`src/rtl/apb_waitstate_regfile_completer_if.sv`:
```
// APB5 bus bundle between a requester and the wait-state register-file completer.
// Clock and reset are kept as plain module ports.
interface apb_waitstate_regfile_completer_if #(
  parameter int unsigned ADDR_WIDTH      = 32,
  parameter int unsigned DATA_WIDTH      = 32,
  parameter int unsigned STRB_WIDTH      = DATA_WIDTH / 8,
  parameter int unsigned USER_REQ_WIDTH  = 8,
  parameter int unsigned USER_DATA_WIDTH = DATA_WIDTH / 2,
  parameter int unsigned USER_RESP_WIDTH = 16
);
  logic                       PSEL;
  logic                       PENABLE;
  logic                       PWRITE;
  logic [ADDR_WIDTH-1:0]      PADDR;
  logic [DATA_WIDTH-1:0]      PWDATA;
  logic [STRB_WIDTH-1:0]      PSTRB;
  logic [2:0]                 PPROT;
  logic                       PWAKEUP;
  logic [USER_REQ_WIDTH-1:0]  PAUSER;
  logic [USER_DATA_WIDTH-1:0] PWUSER;
  logic                       PPARITY;
  logic [DATA_WIDTH-1:0]      PRDATA;
  logic [USER_DATA_WIDTH-1:0] PRUSER;
  logic [USER_RESP_WIDTH-1:0] PBUSER;
  logic                       PREADY;
  logic                       PSLVERR;
  logic                       PPARERR;

  modport master (
    output PSEL, PENABLE, PWRITE, PADDR, PWDATA, PSTRB, PPROT, PWAKEUP, PAUSER, PWUSER, PPARITY,
    input  PRDATA, PRUSER, PBUSER, PREADY, PSLVERR, PPARERR
  );

  modport slave (
    input  PSEL, PENABLE, PWRITE, PADDR, PWDATA, PSTRB, PPROT, PWAKEUP, PAUSER, PWUSER, PPARITY,
    output PRDATA, PRUSER, PBUSER, PREADY, PSLVERR, PPARERR
  );
endinterface

```
`src/rtl/apb_waitstate_regfile_completer.sv`:
```
// APB5 completer: byte-strobed register file with programmable wait states and error reporting.
// Optional request parity checking is enabled by defining APB_PARITY_CHECK_EN.
module apb_waitstate_regfile_completer #(
  parameter int unsigned          ADDR_WIDTH      = 32,
  parameter int unsigned          DATA_WIDTH      = 32,
  parameter int unsigned          STRB_WIDTH      = DATA_WIDTH / 8,
  parameter int unsigned          USER_REQ_WIDTH  = 8,
  parameter int unsigned          USER_DATA_WIDTH = DATA_WIDTH / 2,
  parameter int unsigned          USER_RESP_WIDTH = 16,
  parameter int unsigned          NUM_REGS        = 16,
  parameter int unsigned          WAIT_STATES     = 2,
  parameter logic [DATA_WIDTH-1:0] ID_VALUE       = 32'hA9B5_0001
) (
  input logic PCLK,
  input logic PRESETn,
  apb_waitstate_regfile_completer_if.slave apb
);

  localparam int unsigned AddrLsb = $clog2(STRB_WIDTH);
  localparam int unsigned IdxW    = $clog2(NUM_REGS);
  localparam int unsigned CntW    = 4;
  localparam int unsigned IdIdx   = NUM_REGS - 1;

  typedef enum logic {StIdle = 1'b0, StAccess = 1'b1} state_e;

  state_e              r_state, w_state_d;
  logic [CntW-1:0]     r_cnt, w_cnt_d;

  logic                       r_write;
  logic [IdxW-1:0]            r_idx;
  logic [STRB_WIDTH-1:0]      r_strb;
  logic [DATA_WIDTH-1:0]      r_wdata;
  logic [USER_DATA_WIDTH-1:0] r_wuser;
  logic [USER_REQ_WIDTH-1:0]  r_auser;
  logic                       r_err;
  logic                       r_par_err;
  logic [DATA_WIDTH-1:0]      r_rdata;
  logic [USER_DATA_WIDTH-1:0] r_ruser;

  logic [DATA_WIDTH-1:0]      r_regs [NUM_REGS];
  logic [USER_DATA_WIDTH-1:0] r_user [NUM_REGS];

  logic                       w_setup;
  logic                       w_complete;
  logic                       w_wr_en;
  logic [IdxW-1:0]            w_idx;
  logic                       w_misaligned;
  logic                       w_out_of_range;
  logic                       w_is_id;
  logic                       w_wr_err;
  logic                       w_par_err;
  logic                       w_err;
  logic [DATA_WIDTH-1:0]      w_rd_data;
  logic [USER_DATA_WIDTH-1:0] w_rd_user;
  logic                       w_unused;

  // A setup phase is honoured in any state, so back-to-back transfers need no idle cycle.
  assign w_setup    = apb.PSEL && !apb.PENABLE;
  assign w_complete = (r_state == StAccess) && apb.PSEL && apb.PENABLE && (r_cnt == '0);
  assign w_wr_en    = w_complete && r_write && !r_err;

  always_ff @(posedge PCLK or negedge PRESETn) begin
    if (!PRESETn) begin
      r_state <= StIdle;
      r_cnt   <= '0;
    end else begin
      r_state <= w_state_d;
      r_cnt   <= w_cnt_d;
    end
  end

  always_comb begin
    w_state_d = r_state;
    w_cnt_d   = r_cnt;
    if (w_setup) begin
      w_state_d = StAccess;
      w_cnt_d   = CntW'(WAIT_STATES);
    end else if (r_state == StAccess) begin
      if (!apb.PSEL) begin
        w_state_d = StIdle;
      end else if (apb.PENABLE) begin
        if (r_cnt != '0) begin
          w_cnt_d = r_cnt - 1'b1;
        end else begin
          w_state_d = StIdle;
        end
      end
    end
  end

  // Address decode; range is checked on the full word address so aliases above the file fault.
  assign w_idx = apb.PADDR[AddrLsb +: IdxW];

  if (AddrLsb > 0) begin : g_lsb_check
    assign w_misaligned = |apb.PADDR[AddrLsb-1:0];
  end else begin : g_no_lsb_check
    assign w_misaligned = 1'b0;
  end

  assign w_out_of_range = (apb.PADDR >> AddrLsb) >= ADDR_WIDTH'(NUM_REGS);
  assign w_is_id        = !w_out_of_range && (w_idx == IdxW'(IdIdx));
  assign w_wr_err       = apb.PWRITE &&
                          (w_is_id || ((w_idx == '0) && !apb.PPROT[0]));

`ifdef APB_PARITY_CHECK_EN
  assign w_par_err = apb.PPARITY != (^{apb.PWRITE, apb.PSTRB, apb.PWDATA, apb.PADDR});
`else
  assign w_par_err = 1'b0;
`endif

  assign w_err = w_misaligned || w_out_of_range || w_wr_err || w_par_err;

  always_comb begin
    w_rd_data = '0;
    w_rd_user = '0;
    if (!w_err && !apb.PWRITE) begin
      if (w_is_id) begin
        w_rd_data = ID_VALUE;
      end else begin
        w_rd_data = r_regs[w_idx];
        w_rd_user = r_user[w_idx];
      end
    end
  end

  // Request fields, error verdict and read data are all captured at the setup edge.
  always_ff @(posedge PCLK or negedge PRESETn) begin
    if (!PRESETn) begin
      r_write   <= 1'b0;
      r_idx     <= '0;
      r_strb    <= '0;
      r_wdata   <= '0;
      r_wuser   <= '0;
      r_auser   <= '0;
      r_err     <= 1'b0;
      r_par_err <= 1'b0;
      r_rdata   <= '0;
      r_ruser   <= '0;
    end else if (w_setup) begin
      r_write   <= apb.PWRITE;
      r_idx     <= w_idx;
      r_strb    <= apb.PSTRB;
      r_wdata   <= apb.PWDATA;
      r_wuser   <= apb.PWUSER;
      r_auser   <= apb.PAUSER;
      r_err     <= w_err;
      r_par_err <= w_par_err;
      r_rdata   <= w_rd_data;
      r_ruser   <= w_rd_user;
    end
  end

  // The ID slot is never written because any write to it is flagged as an error.
  always_ff @(posedge PCLK or negedge PRESETn) begin
    if (!PRESETn) begin
      for (int i = 0; i < NUM_REGS; i++) begin
        r_regs[i] <= '0;
        r_user[i] <= '0;
      end
    end else if (w_wr_en) begin
      for (int i = 0; i < NUM_REGS; i++) begin
        if (r_idx == IdxW'(i)) begin
          for (int b = 0; b < STRB_WIDTH; b++) begin
            if (r_strb[b]) begin
              r_regs[i][8*b +: 8] <= r_wdata[8*b +: 8];
            end
          end
          if (|r_strb) begin
            r_user[i] <= r_wuser;
          end
        end
      end
    end
  end

  always_comb begin
    apb.PREADY  = w_complete;
    apb.PSLVERR = 1'b0;
    apb.PRDATA  = '0;
    apb.PRUSER  = '0;
    apb.PBUSER  = '0;
    if (w_complete) begin
      apb.PSLVERR = r_err;
      apb.PRDATA  = r_rdata;
      apb.PRUSER  = r_ruser;
      apb.PBUSER  = USER_RESP_WIDTH'(r_auser);
    end
  end

`ifdef APB_PARITY_CHECK_EN
  assign apb.PPARERR = w_complete && r_par_err;
  assign w_unused    = ^{apb.PWAKEUP, apb.PPROT[2:1]};
`else
  assign apb.PPARERR = 1'b0;
  assign w_unused    = ^{apb.PWAKEUP, apb.PPROT[2:1], apb.PPARITY, r_par_err};
`endif

endmodule
```
`src/flat_wrapper.sv`:
```
// flat-port wrapper written by rule: the top's interface ports become plain ports
module apb_waitstate_regfile_completer_flat 
#(
  parameter int unsigned          ADDR_WIDTH      = 32,
  parameter int unsigned          DATA_WIDTH      = 32,
  parameter int unsigned          STRB_WIDTH      = DATA_WIDTH / 8,
  parameter int unsigned          USER_REQ_WIDTH  = 8,
  parameter int unsigned          USER_DATA_WIDTH = DATA_WIDTH / 2,
  parameter int unsigned          USER_RESP_WIDTH = 16,
  parameter int unsigned          NUM_REGS        = 16,
  parameter int unsigned          WAIT_STATES     = 2,
  parameter logic [DATA_WIDTH-1:0] ID_VALUE       = 32'hA9B5_0001
)
  (PCLK, PRESETn, apb_PSEL, apb_PENABLE, apb_PWRITE, apb_PADDR, apb_PWDATA, apb_PSTRB, apb_PPROT, apb_PWAKEUP, apb_PAUSER, apb_PWUSER, apb_PPARITY, apb_PRDATA, apb_PRUSER, apb_PBUSER, apb_PREADY, apb_PSLVERR, apb_PPARERR);
  apb_waitstate_regfile_completer_if #(.ADDR_WIDTH(ADDR_WIDTH), .DATA_WIDTH(DATA_WIDTH), .STRB_WIDTH(STRB_WIDTH), .USER_REQ_WIDTH(USER_REQ_WIDTH), .USER_DATA_WIDTH(USER_DATA_WIDTH), .USER_RESP_WIDTH(USER_RESP_WIDTH)) apb_i ();
  input logic PCLK;
  input logic PRESETn;
  input wire logic [$bits(apb_i.PSEL)-1:0] apb_PSEL;
  input wire logic [$bits(apb_i.PENABLE)-1:0] apb_PENABLE;
  input wire logic [$bits(apb_i.PWRITE)-1:0] apb_PWRITE;
  input wire logic [$bits(apb_i.PADDR)-1:0] apb_PADDR;
  input wire logic [$bits(apb_i.PWDATA)-1:0] apb_PWDATA;
  input wire logic [$bits(apb_i.PSTRB)-1:0] apb_PSTRB;
  input wire logic [$bits(apb_i.PPROT)-1:0] apb_PPROT;
  input wire logic [$bits(apb_i.PWAKEUP)-1:0] apb_PWAKEUP;
  input wire logic [$bits(apb_i.PAUSER)-1:0] apb_PAUSER;
  input wire logic [$bits(apb_i.PWUSER)-1:0] apb_PWUSER;
  input wire logic [$bits(apb_i.PPARITY)-1:0] apb_PPARITY;
  output wire logic [$bits(apb_i.PRDATA)-1:0] apb_PRDATA;
  output wire logic [$bits(apb_i.PRUSER)-1:0] apb_PRUSER;
  output wire logic [$bits(apb_i.PBUSER)-1:0] apb_PBUSER;
  output wire logic [$bits(apb_i.PREADY)-1:0] apb_PREADY;
  output wire logic [$bits(apb_i.PSLVERR)-1:0] apb_PSLVERR;
  output wire logic [$bits(apb_i.PPARERR)-1:0] apb_PPARERR;
  assign apb_i.PSEL = apb_PSEL;
  assign apb_i.PENABLE = apb_PENABLE;
  assign apb_i.PWRITE = apb_PWRITE;
  assign apb_i.PADDR = apb_PADDR;
  assign apb_i.PWDATA = apb_PWDATA;
  assign apb_i.PSTRB = apb_PSTRB;
  assign apb_i.PPROT = apb_PPROT;
  assign apb_i.PWAKEUP = apb_PWAKEUP;
  assign apb_i.PAUSER = apb_PAUSER;
  assign apb_i.PWUSER = apb_PWUSER;
  assign apb_i.PPARITY = apb_PPARITY;
  assign apb_PRDATA = apb_i.PRDATA;
  assign apb_PRUSER = apb_i.PRUSER;
  assign apb_PBUSER = apb_i.PBUSER;
  assign apb_PREADY = apb_i.PREADY;
  assign apb_PSLVERR = apb_i.PSLVERR;
  assign apb_PPARERR = apb_i.PPARERR;
  apb_waitstate_regfile_completer #(.ADDR_WIDTH(ADDR_WIDTH), .DATA_WIDTH(DATA_WIDTH), .STRB_WIDTH(STRB_WIDTH), .USER_REQ_WIDTH(USER_REQ_WIDTH), .USER_DATA_WIDTH(USER_DATA_WIDTH), .USER_RESP_WIDTH(USER_RESP_WIDTH), .NUM_REGS(NUM_REGS), .WAIT_STATES(WAIT_STATES), .ID_VALUE(ID_VALUE)) u_core (.PCLK(PCLK), .PRESETn(PRESETn), .apb(apb_i));
endmodule
```
`config.mk`:
```
export PLATFORM = sky130hd
export DESIGN_NAME = apb_waitstate_regfile_completer_flat
export DESIGN_NICKNAME = d
export VERILOG_FILES = /design/src/rtl/apb_waitstate_regfile_completer_if.sv /design/src/rtl/apb_waitstate_regfile_completer.sv /design/src/flat_wrapper.sv
export SDC_FILE = /design/constraint.sdc
export NUM_CORES = 1
export LEC_CHECK = 0
export BUFFER_PORTS_ARGS = -buffer_cell sky130_fd_sc_hd__buf_2
export CAP_MARGIN = 10
export CORE_UTILIZATION = 62
export CTS_CLUSTER_SIZE = 14
export DETAILED_ROUTE_END_ITERATION = 8
export HOLD_SLACK_MARGIN = 0.02
export PLACE_DENSITY = 0.8
export SLEW_MARGIN = 20
export SYNTH_ARGS = -nofsm -noshare
export SYNTH_HDL_FRONTEND = slang
export SYNTH_SLANG_ARGS = --single-unit
```
`constraint.sdc`:
```
create_clock -name PCLK -period 2.85 [get_ports PCLK]
set_input_delay 0.1425 -clock PCLK [delete_from_list [all_inputs] [get_ports PCLK]]
set_output_delay 0.1425 -clock PCLK [all_outputs]
set_load 0.1 [all_outputs]
```
## Word-level counts from Yosys, hierarchy flattened

Index checks and enable logic that the tools add are counted.

- Register bits after elaboration: 887
- Bits in latches: 0
- RAM bits: 0
- ROM bits: 0
- Output and inout port bits: 67
- Word-level logic and storage cells: 245
- Memories: 0

- $add $sub $neg: 1
- $mul: 0
- Divide/modulo/power cells: 0
- $lt $le $gt $ge: 2
- Eq/ne operators: 16
- Shifts and indexed selects: 0
- Muxes and demuxes: 24
- Bitwise operators: 1
- Reduce and logical (&&, ||, !) cells: 110

Operators by type and width:

| kind | number |
|---|---|
| $reduce_and 3->1 | 80 |
| $mux 32 | 5 |
| $bmux 32 s4 | 1 |
| $mux 16 | 5 |
| $bmux 16 s4 | 1 |
| $eq 4x4->1 const B | 9 |
| $ge 30x5->1 const B | 1 |
| $mux 4 | 5 |
| $eq 4x3->1 const B | 4 |
| $logic_not 4->1 | 3 |
| $logic_and 1x1->1 | 10 |
| $eq 4x2->1 const B | 2 |
| $mux 8 | 1 |
| $reduce_bool 2->1 | 4 |
| $logic_not 1->1 | 6 |
| $mux 1 | 6 |
| $ge 5x5->1 const B | 1 |
| $not 4->5 | 1 |
| $eq 4x1->1 const B | 1 |
| $reduce_and 4->1 | 1 |
| $reduce_bool 4->1 | 1 |
| $reduce_or 4->1 | 1 |
| $sub 4x1->4 const B | 1 |
| $logic_or 1x1->1 | 3 |
| $reduce_or 2->1 | 1 |

## Logic depth before layout (Yosys ltp)

Gate-level depths: netlist of run 1.

- Depth in word-level cells: 9
- Depth in mapped cells: 9
- Mapped depth without buffers: 6

## Least setup slack after synthesis of run 1

OpenSTA, ideal clock, no wires.

- Path type: register to output
- From: register u_core.r_cnt[0]
- To: output port apb_PRDATA[1]
- Data arrival time: 3.391 ns
- Setup slack: -0.684 ns
- Cell stages (with the launch flop): 9
- Path buffers: 3
- Cell sequence: dfrtp_1 -> inv_1 -> ha_1 -> or3b_1 -> buf_4 -> buf_4 -> nor2_1 -> clkbuf_1 -> and2_1

- Cells in the longest elaborated chain, start to end: 3

Ends and longest elaborated chain:

| item | RTL line | source |
|---|---|---|
| from (decl) | apb_waitstate_regfile_completer.sv:27 | `logic [CntW-1:0] r_cnt, w_cnt_d;` |
| from (signal assigned) | apb_waitstate_regfile_completer.sv:68 | `r_cnt <= w_cnt_d;` |
| $logic_not 4->1 | apb_waitstate_regfile_completer.sv:59 | `assign w_complete = (r_state == StAccess) && apb.PSEL && apb.PENABLE && (r_cnt == '0);` |
| $logic_and 1x1->1 | apb_waitstate_regfile_completer.sv:59 |  |
| net apb_PREADY | flat_wrapper.sv:32 | `output wire logic [$bits(apb_i.PREADY)-1:0] apb_PREADY;` |
| $mux 32 | apb_waitstate_regfile_completer.sv:182 | `if (w_complete) begin` |
| to (decl) | flat_wrapper.sv:29 | `output wire logic [$bits(apb_i.PRDATA)-1:0] apb_PRDATA;` |

The timed path passes the listed nets, and every way through them passes these cells.

## Worst setup path in the final report of run 1

- From: register u_core.r_cnt[1]
- To: output port apb_PRDATA[27]

- Cells in the longest elaborated chain, start to end: 3

Ends and longest elaborated chain:

| item | RTL line |
|---|---|
| $logic_not 4->1 | apb_waitstate_regfile_completer.sv:59 |
| $logic_and 1x1->1 | apb_waitstate_regfile_completer.sv:59 |
| $mux 32 | apb_waitstate_regfile_completer.sv:182 |

Every way passes these cells.

==> flow_metrics.py, run 1 <==
metrics = {
    "sta": {
        "setup_tns_ns": 0,
        "final-hold-violation-count": 0,
        "slew_violations": 0,
        "rsz0062_at_grt": "true",
        "fin_crit_sh_pct": 100,
        "worstMarginPinSlew_ns": 0.848,
        "setup_viol": 0,
        "fmax_ghz": 0.351,
        "max_slew_margin_pct": 43.5,
        "min_period_ns": 2.85,
        "setup_slack_ns": 0.000365,
        "skew_ns": 0.0190,
    },
    "power_and_ir_drop": {
        "finalPower_mw": 27.1,
        "vdd.ir_drop.worst_mv": 0.520,
        "p_leak_nw": 23.0,
        "power_density_nw_per_um2": 577,
    },
    "grt": {
        "grt_pass1_wl_um": 152000,
        "grt_max_degree": 127,
        "grt_usage_pct": 31.0,
        "antenna_found_initial": 1,
        "overflow": 0,
        "grt_pass1_vias": 26546,
    },
    "synth": {
        "synth-main-ff-cell": "dfrtp_1",
        "synth.most_common_cell": "dfrtp_1",
        "yosysWarnings": 0,
        "ys_ff_latch": 887,
        "synthArstFlopShare_pct": 100,
        "yosys.area.top_type": "dfrtp_1",
        "synth_cell_types": 54,
        "synth_edf_count": 0,
        "syn_area_um2": 39700,
        "syn_inst": 2714,
        "synth.area.top_cells": "dfrtp_1 (56%), mux2_2 (22%), mux4_2 (10%)",
        "yosysTopAreaCellShare_pct": 55.9,
        "yosysSeqAreaShare_pct": 55.9,
        "synth_common_cells": "dfrtp_1 (887), mux2_2 (762), nand2_1 (311)",
        "synth_area_per_cell_um2": 14.6,
    },
    "critical_path": {
        "worstSetupPathType": "reg2out",
        "reg2reg_depth": 7,
        "reg2reg_slack_ns": 0.02,
        "cp.arrival_ns": 2.71,
        "cp-start-kind": "flip-flop",
        "worst-endpoint-required_ns": 2.71,
        "path_max_fanout": 6,
        "critPathCaptureType": "output pin",
    },
    "run": {
        "cap_violations": 0,
    },
    "placement": {
        "dp_slack_ns": 0.0766,
        "hpwl_um": 59000,
        "port_buffers": 155,
        "placedInstanceArea_um2": 42700,
        "place_congestion": 0.834,
    },
    "layout": {
        "final_cell_area_um2": 46900,
        "fill_cells": 3642,
        "multiInputGateArea_um2": 16800,
        "syn_to_final_growth_pct": 18.2,
        "final_util_pct": 74.2,
        "n_antenna_cell": 0,
        "seq_area_um2": 22200,
        "layout-drive-gt1-share_pct": 47.7,
        "final_net_count": 3059,
    },
    "routing": {
        "wl_um": 98900,
        "post_drt_wl_per_cell_um": 25.6,
        "drc_errors": 0,
        "avgViaCountPerCell": 6.35,
        "drt_iter0_drc": 1869,
        "ant_nets": 0,
        "vias": 24581,
        "first_pass_iters": 5,
    },
    "floorplan": {
        "start_util_pct": 62.8,
        "pin_count": 169,
        "die_x_um": 255,
        "rows": 92,
        "die_h_um": 255,
        "fp.coreArea_um2": 63200,
        "die_area_um2": 65000,
    },
    "cts": {
        "clk-insertion-delay-late_ns": 0.64,
        "clk_pin_slew_ns": 0.06,
        "h-tree-depth": 3,
        "numClockSinks": 887,
        "cts_buffers": 90,
        "clock-root-buffer": "clkbuf_16",
        "clk_path_buf_depth": 3,
        "tritoncts": "built",
    },
    "min_path": {
        "holdCritPathClass": "in2async",
    },
    "run_status": {
        "status": "complete, no violations",
    },
}
[placed cells by master, fill, tap and decap left out, drive strengths merged, types with 9 or more instances in the layout]
master       synthesis  final
conb                 1      9
a221o                9      9
mux4               182    182
dlygate4sd3          0     72
dfrtp              887    887
mux2               768    768
buf                 70    260
nand2              317    317
a32oi                9      9
a22oi               10     10
a22o                77     77
nor2                56     56
o21ai               39     39
bufinv               0     10
and2                70     70
nor4                18     18
clkinv               0      9
o21a                 9      9
mux2i               20     20
clkbuf             125    140
[final timing paths]
| kind | start | to |
|---|---|---|
| setup / recovery | u_core.r_cnt[1] | apb_PRDATA[27] |
| hold / removal | PRESETn | u_core.r_user[123] |
| setup reg to reg | u_core.r_cnt[1] | u_core.r_regs[288] |
| hold reg to reg | u_core.r_auser[7] | u_core.r_auser[7] |
| max in group asynchronous | PRESETn | u_core.r_regs[124] |
| min in group PCLK | apb_PADDR[26] | u_core.r_rdata[29] |
[critical path, stage by stage (launching register included)]
cell,delay (ns)
dfrtp_1,0.39
inv_1,0.07
ha_2,0.17
or3b_4,0.41
buf_6,0.15
nor2_4,0.16
buf_12,0.17
clkbuf_16,0.19
and2_4,0.18
buf_12,0.17
[per-stage QoR]
stage	instances	hold slack (ns)
final	3868	0.0289
after floorplan	2722	-0.153
after detailed placement	3625	0.0968
after global routing	3868	0.0587
after global placement	3625	0.0923
after CTS	3859	0.0232
[repair_timing]
item                                    4_1_cts  5_1_grt
pin swaps                                     1       30
gates cloned                                  2        5
resized for setup                            13       54
hold buffers                                 72        0
setup buffers                                 2        4
hold endpoints to repair                    536        0
endpoints found under the setup margin       57       82
[kinds of logic (layout without fill, tap and decap cells)]
logic type      count (synthesis)  count (layout)  share of synthesized area (%)
compound gates                158             158                           3.06
fa+ha+maj                       1               1                         0.0315
simple gates                  497             497                           6.06
buf+inv                       197             497                           2.21
flops                         887             887                           55.9
other cells                     1               9                        0.00945
xor+xnor                        3               3                         0.0662
mux                           970             970                           32.6
[power by group]
part           internal (mW)  switching (mW)
clock                   7.46            4.85
combinational          0.563           0.999
sequential              12.7           0.466
[per-layer routing]
layer	vias to the layer above	routed length, um	track usage [%]
met4	0	2980	11.1
met3	193	5920	5.50
li1	10394	-	-
met2	812	50000	51.7
met5	-	0	0
met1	13182	40000	41.3
[layout make-up]
cell class	instances	area share, %
well taps	846	2.26
inverters	2	0.0160
clock inverters	23	0.813
flip-flops and latches	887	47.3
multi-input cells	1638	35.9
clock buffers	135	5.79
repair buffers	337	7.94
[state kept, by name, summed over array words and instances, names as in the netlist]
register and count:
u_core.r_rdata 32, u_core.r_wuser 16, u_core.r_strb 4, u_core.r_state 1, u_core.r_regs 512, u_core.r_err 1, u_core.r_cnt 4, u_core.r_user 256
u_core.r_auser 8, u_core.r_ruser 16, u_core.r_wdata 32, u_core.r_idx 4, u_core.r_write 1
Note: power is estimated with default switching activity, not from simulation.
==> inputs of run 2 (changes only) <==
--- a/config.mk
+++ b/config.mk
@@ -7,11 +7,13 @@
 export LEC_CHECK = 0
 export BUFFER_PORTS_ARGS = -buffer_cell sky130_fd_sc_hd__buf_2
 export CAP_MARGIN = 10
-export CORE_UTILIZATION = 62
+export CORE_UTILIZATION = 64
+export CTS_BUF_LIST = sky130_fd_sc_hd__clkbuf_8
 export CTS_CLUSTER_SIZE = 14
 export DETAILED_ROUTE_END_ITERATION = 8
 export HOLD_SLACK_MARGIN = 0.02
-export PLACE_DENSITY = 0.8
+export PLACE_DENSITY = 0.82
+export SKIP_LAST_GASP = 1
 export SLEW_MARGIN = 20
 export SYNTH_ARGS = -nofsm -noshare
 export SYNTH_HDL_FRONTEND = slang
==> constraint.sdc (replaced) <==
create_clock -name PCLK -period 3 [get_ports PCLK]
set_input_delay 0.15 -clock PCLK [delete_from_list [all_inputs] [get_ports PCLK]]
set_output_delay 0.15 -clock PCLK [all_outputs]
set_load 0.1 [all_outputs]
==> run 2 against run 1 <==
Compared with the run above:
- routed wire length down 1.6%
- clock-buffer cell count up 42
- via count up 1.4%
- worst setup slack better by 0.037 ns
- combinational power about the same
- global-route usage up 1.1 points
- register-to-register slack better by 0.02 ns
- clock power down 19%
- critical path type is now reg2reg
==> flow_metrics.py, run 2 (synthesis gave the netlist of run 1 again) <==
metrics = {
    "placement": {
        "hpwl_um": 59200,
        "placedInstanceArea_um2": 42600,
        "place_congestion": 0.852,
        "placed_cells": 3568,
        "dp_slack_ns": 0.0149,
        "port_buffers": 155,
    },
    "floorplan": {
        "fp.coreArea_um2": 60800,
        "rows": 90,
        "die_x_um": 251,
        "start_util_pct": 65.3,
        "die_h_um": 251,
        "die_area_um2": 63000,
        "pin_count": 169,
    },
    "layout": {
        "final_net_count": 3133,
        "max_flop_register": "u_core.r_regs",
        "layout_common_cells": "dfrtp_1 (887), mux2_2 (762), nand2_1 (308)",
        "final_cell_area_um2": 46600,
        "reg.largest.list": "u_core.r_regs (512), u_core.r_user (256)",
        "largest_register_ffs": 512,
        "final_cells": 3912,
        "layout-drive-gt1-share_pct": 48.0,
        "mostFrequentLayoutCell": "dfrtp_1",
        "syn_to_final_growth_pct": 17.5,
    },
    "critical_path": {
        "critPathCaptureType": "flip-flop",
        "reg2reg_to": "u_core.r_regs[459]",
        "cp.arrival_ns": 3.63,
        "worst-endpoint-required_ns": 3.67,
        "path_max_fanout": 8,
        "cp-start-kind": "flip-flop",
        "timing.rr.start": "u_core.r_cnt[0]",
        "worstSetupPathType": "reg2reg",
        "reg2reg_depth": 9,
        "crit_path_start": "u_core.r_cnt[0]",
        "reg2reg_slack_ns": 0.04,
    },
    "min_path": {
        "worstHoldPathCells": 4,
        "holdCritPathClass": "in2reg",
        "hold_end": "u_core.r_wdata[0]",
        "hold_start": "apb_PWDATA[0]",
    },
    "sta": {
        "max_slew_margin_pct": 35.9,
        "setup_slack_ns": 0.0375,
        "final-hold-violation-count": 0,
        "setup_viol": 0,
        "min_period_ns": 2.96,
        "fin_crit_sh_pct": 98.7,
        "fmax_ghz": 0.338,
        "slew_violations": 0,
        "skew_ns": 0.0304,
        "worstMarginPinSlew_ns": 0.961,
        "rsz0062_at_grt": "false",
        "setup_tns_ns": 0,
    },
    "cts": {
        "clk_pin_slew_ns": 0.06,
        "numClockSinks": 887,
        "clk-insertion-delay-late_ns": 0.79,
        "clock-root-buffer": "clkbuf_8",
        "tritoncts": "built",
        "cts_buffers": 142,
        "h-tree-depth": 4,
        "clk_path_buf_depth": 3,
    },
    "power_and_ir_drop": {
        "p_leak_nw": 23.1,
        "vdd.ir_drop.worst_mv": 0.426,
        "power_density_nw_per_um2": 516,
        "finalPower_mw": 24.1,
    },
    "routing": {
        "drt_iter0_drc": 2041,
        "vias": 24934,
        "first_pass_iters": 6,
        "post_drt_wl_per_cell_um": 24.9,
        "avgViaCountPerCell": 6.37,
        "wl_um": 97400,
        "ant_nets": 0,
        "drc_errors": 0,
    },
    "grt": {
        "overflow": 0,
        "grt_pass1_vias": 27132,
        "antenna_found_initial": 1,
        "grt_usage_pct": 32.1,
        "grt_pass1_wl_um": 153000,
        "grt_max_degree": 91,
    },
    "run": {
        "cap_violations": 0,
    },
    "run_status": {
        "status": "complete, no violations",
    },
}
-- run 2: layout make-up --
cell class,instances,area (um2)
Antenna cell,1,2.50
Timing Repair Buffer,359,3870
Clock inverter,66,309
Sequential cell,887,22200
Tap cell,782,978
Clock buffer,177,2440
Inverter,2,7.51
Fill cell,3392,14200
Multi-Input combinational cell,1638,16800
-- run 2: metal layers --
metal  track usage (%)  share of wire, %  vias to the layer above
li1                  -                 -                    10534
met1              42.1                40                    13247
met2              53.4                51                      962
met3              6.16               6.4                      191
met4              12.6               3.0                        0
met5                 0                 0                        -
-- run 2: worst max path at each step --
stage                                     to  slack, ns  cells past startpoint
after floorplan                apb_PBUSER[1]       0.11                      9
after CTS                     apb_PRDATA[14]       0.01                      9
after detailed placement    u_core.r_user[7]       0.01                      7
after global placement      u_core.r_user[5]       0.11                      7
after global routing          apb_PRDATA[11]     0.0008                      9
final                     u_core.r_regs[459]       0.04                      9
-- run 2: what timing repair did --
action / 4_1_cts / 5_1_grt
gates resized for setup: 53 / 16
endpoints found under the setup margin: 57 / 87
hold buffers: 91 / 0
setup buffers: 5 / 0
cloned: 4 / 0
pin swaps: 1 / 1
hold endpoints to repair: 362 / 0
-- run 2: per-stage QoR --
stage | hold slack [ns] | utilization, %
2_1_floorplan | -0.146 | -
3_3_place_gp | 0.250 | 70.1
3_5_place_dp | 0.254 | 70.1
4_1_cts | 0.0245 | 76.6
5_1_grt | 0.0784 | 76.7
6_report | 0.0860 | 76.7
-- run 2: worst max-delay path: stages (launching register included) --
cell	delay, ns
dfrtp_1	0.39
inv_2	0.10
ha_4	0.14
or3b_4	0.39
buf_12	0.15
buf_4	0.18
nor4_2	0.53
buf_4	0.21
nand2_1	0.35
mux2_2	0.41
-- run 2: power by group --
| group | switching [mW] | total (mW) | internal [mW] |
|---|---|---|---|
| registers | 0.448 | 12.5 | 12.1 |
| logic | 0.957 | 1.56 | 0.599 |
| clock network | 4.62 | 9.98 | 5.36 |
| total | 6.02 | 24.1 | 18.1 |
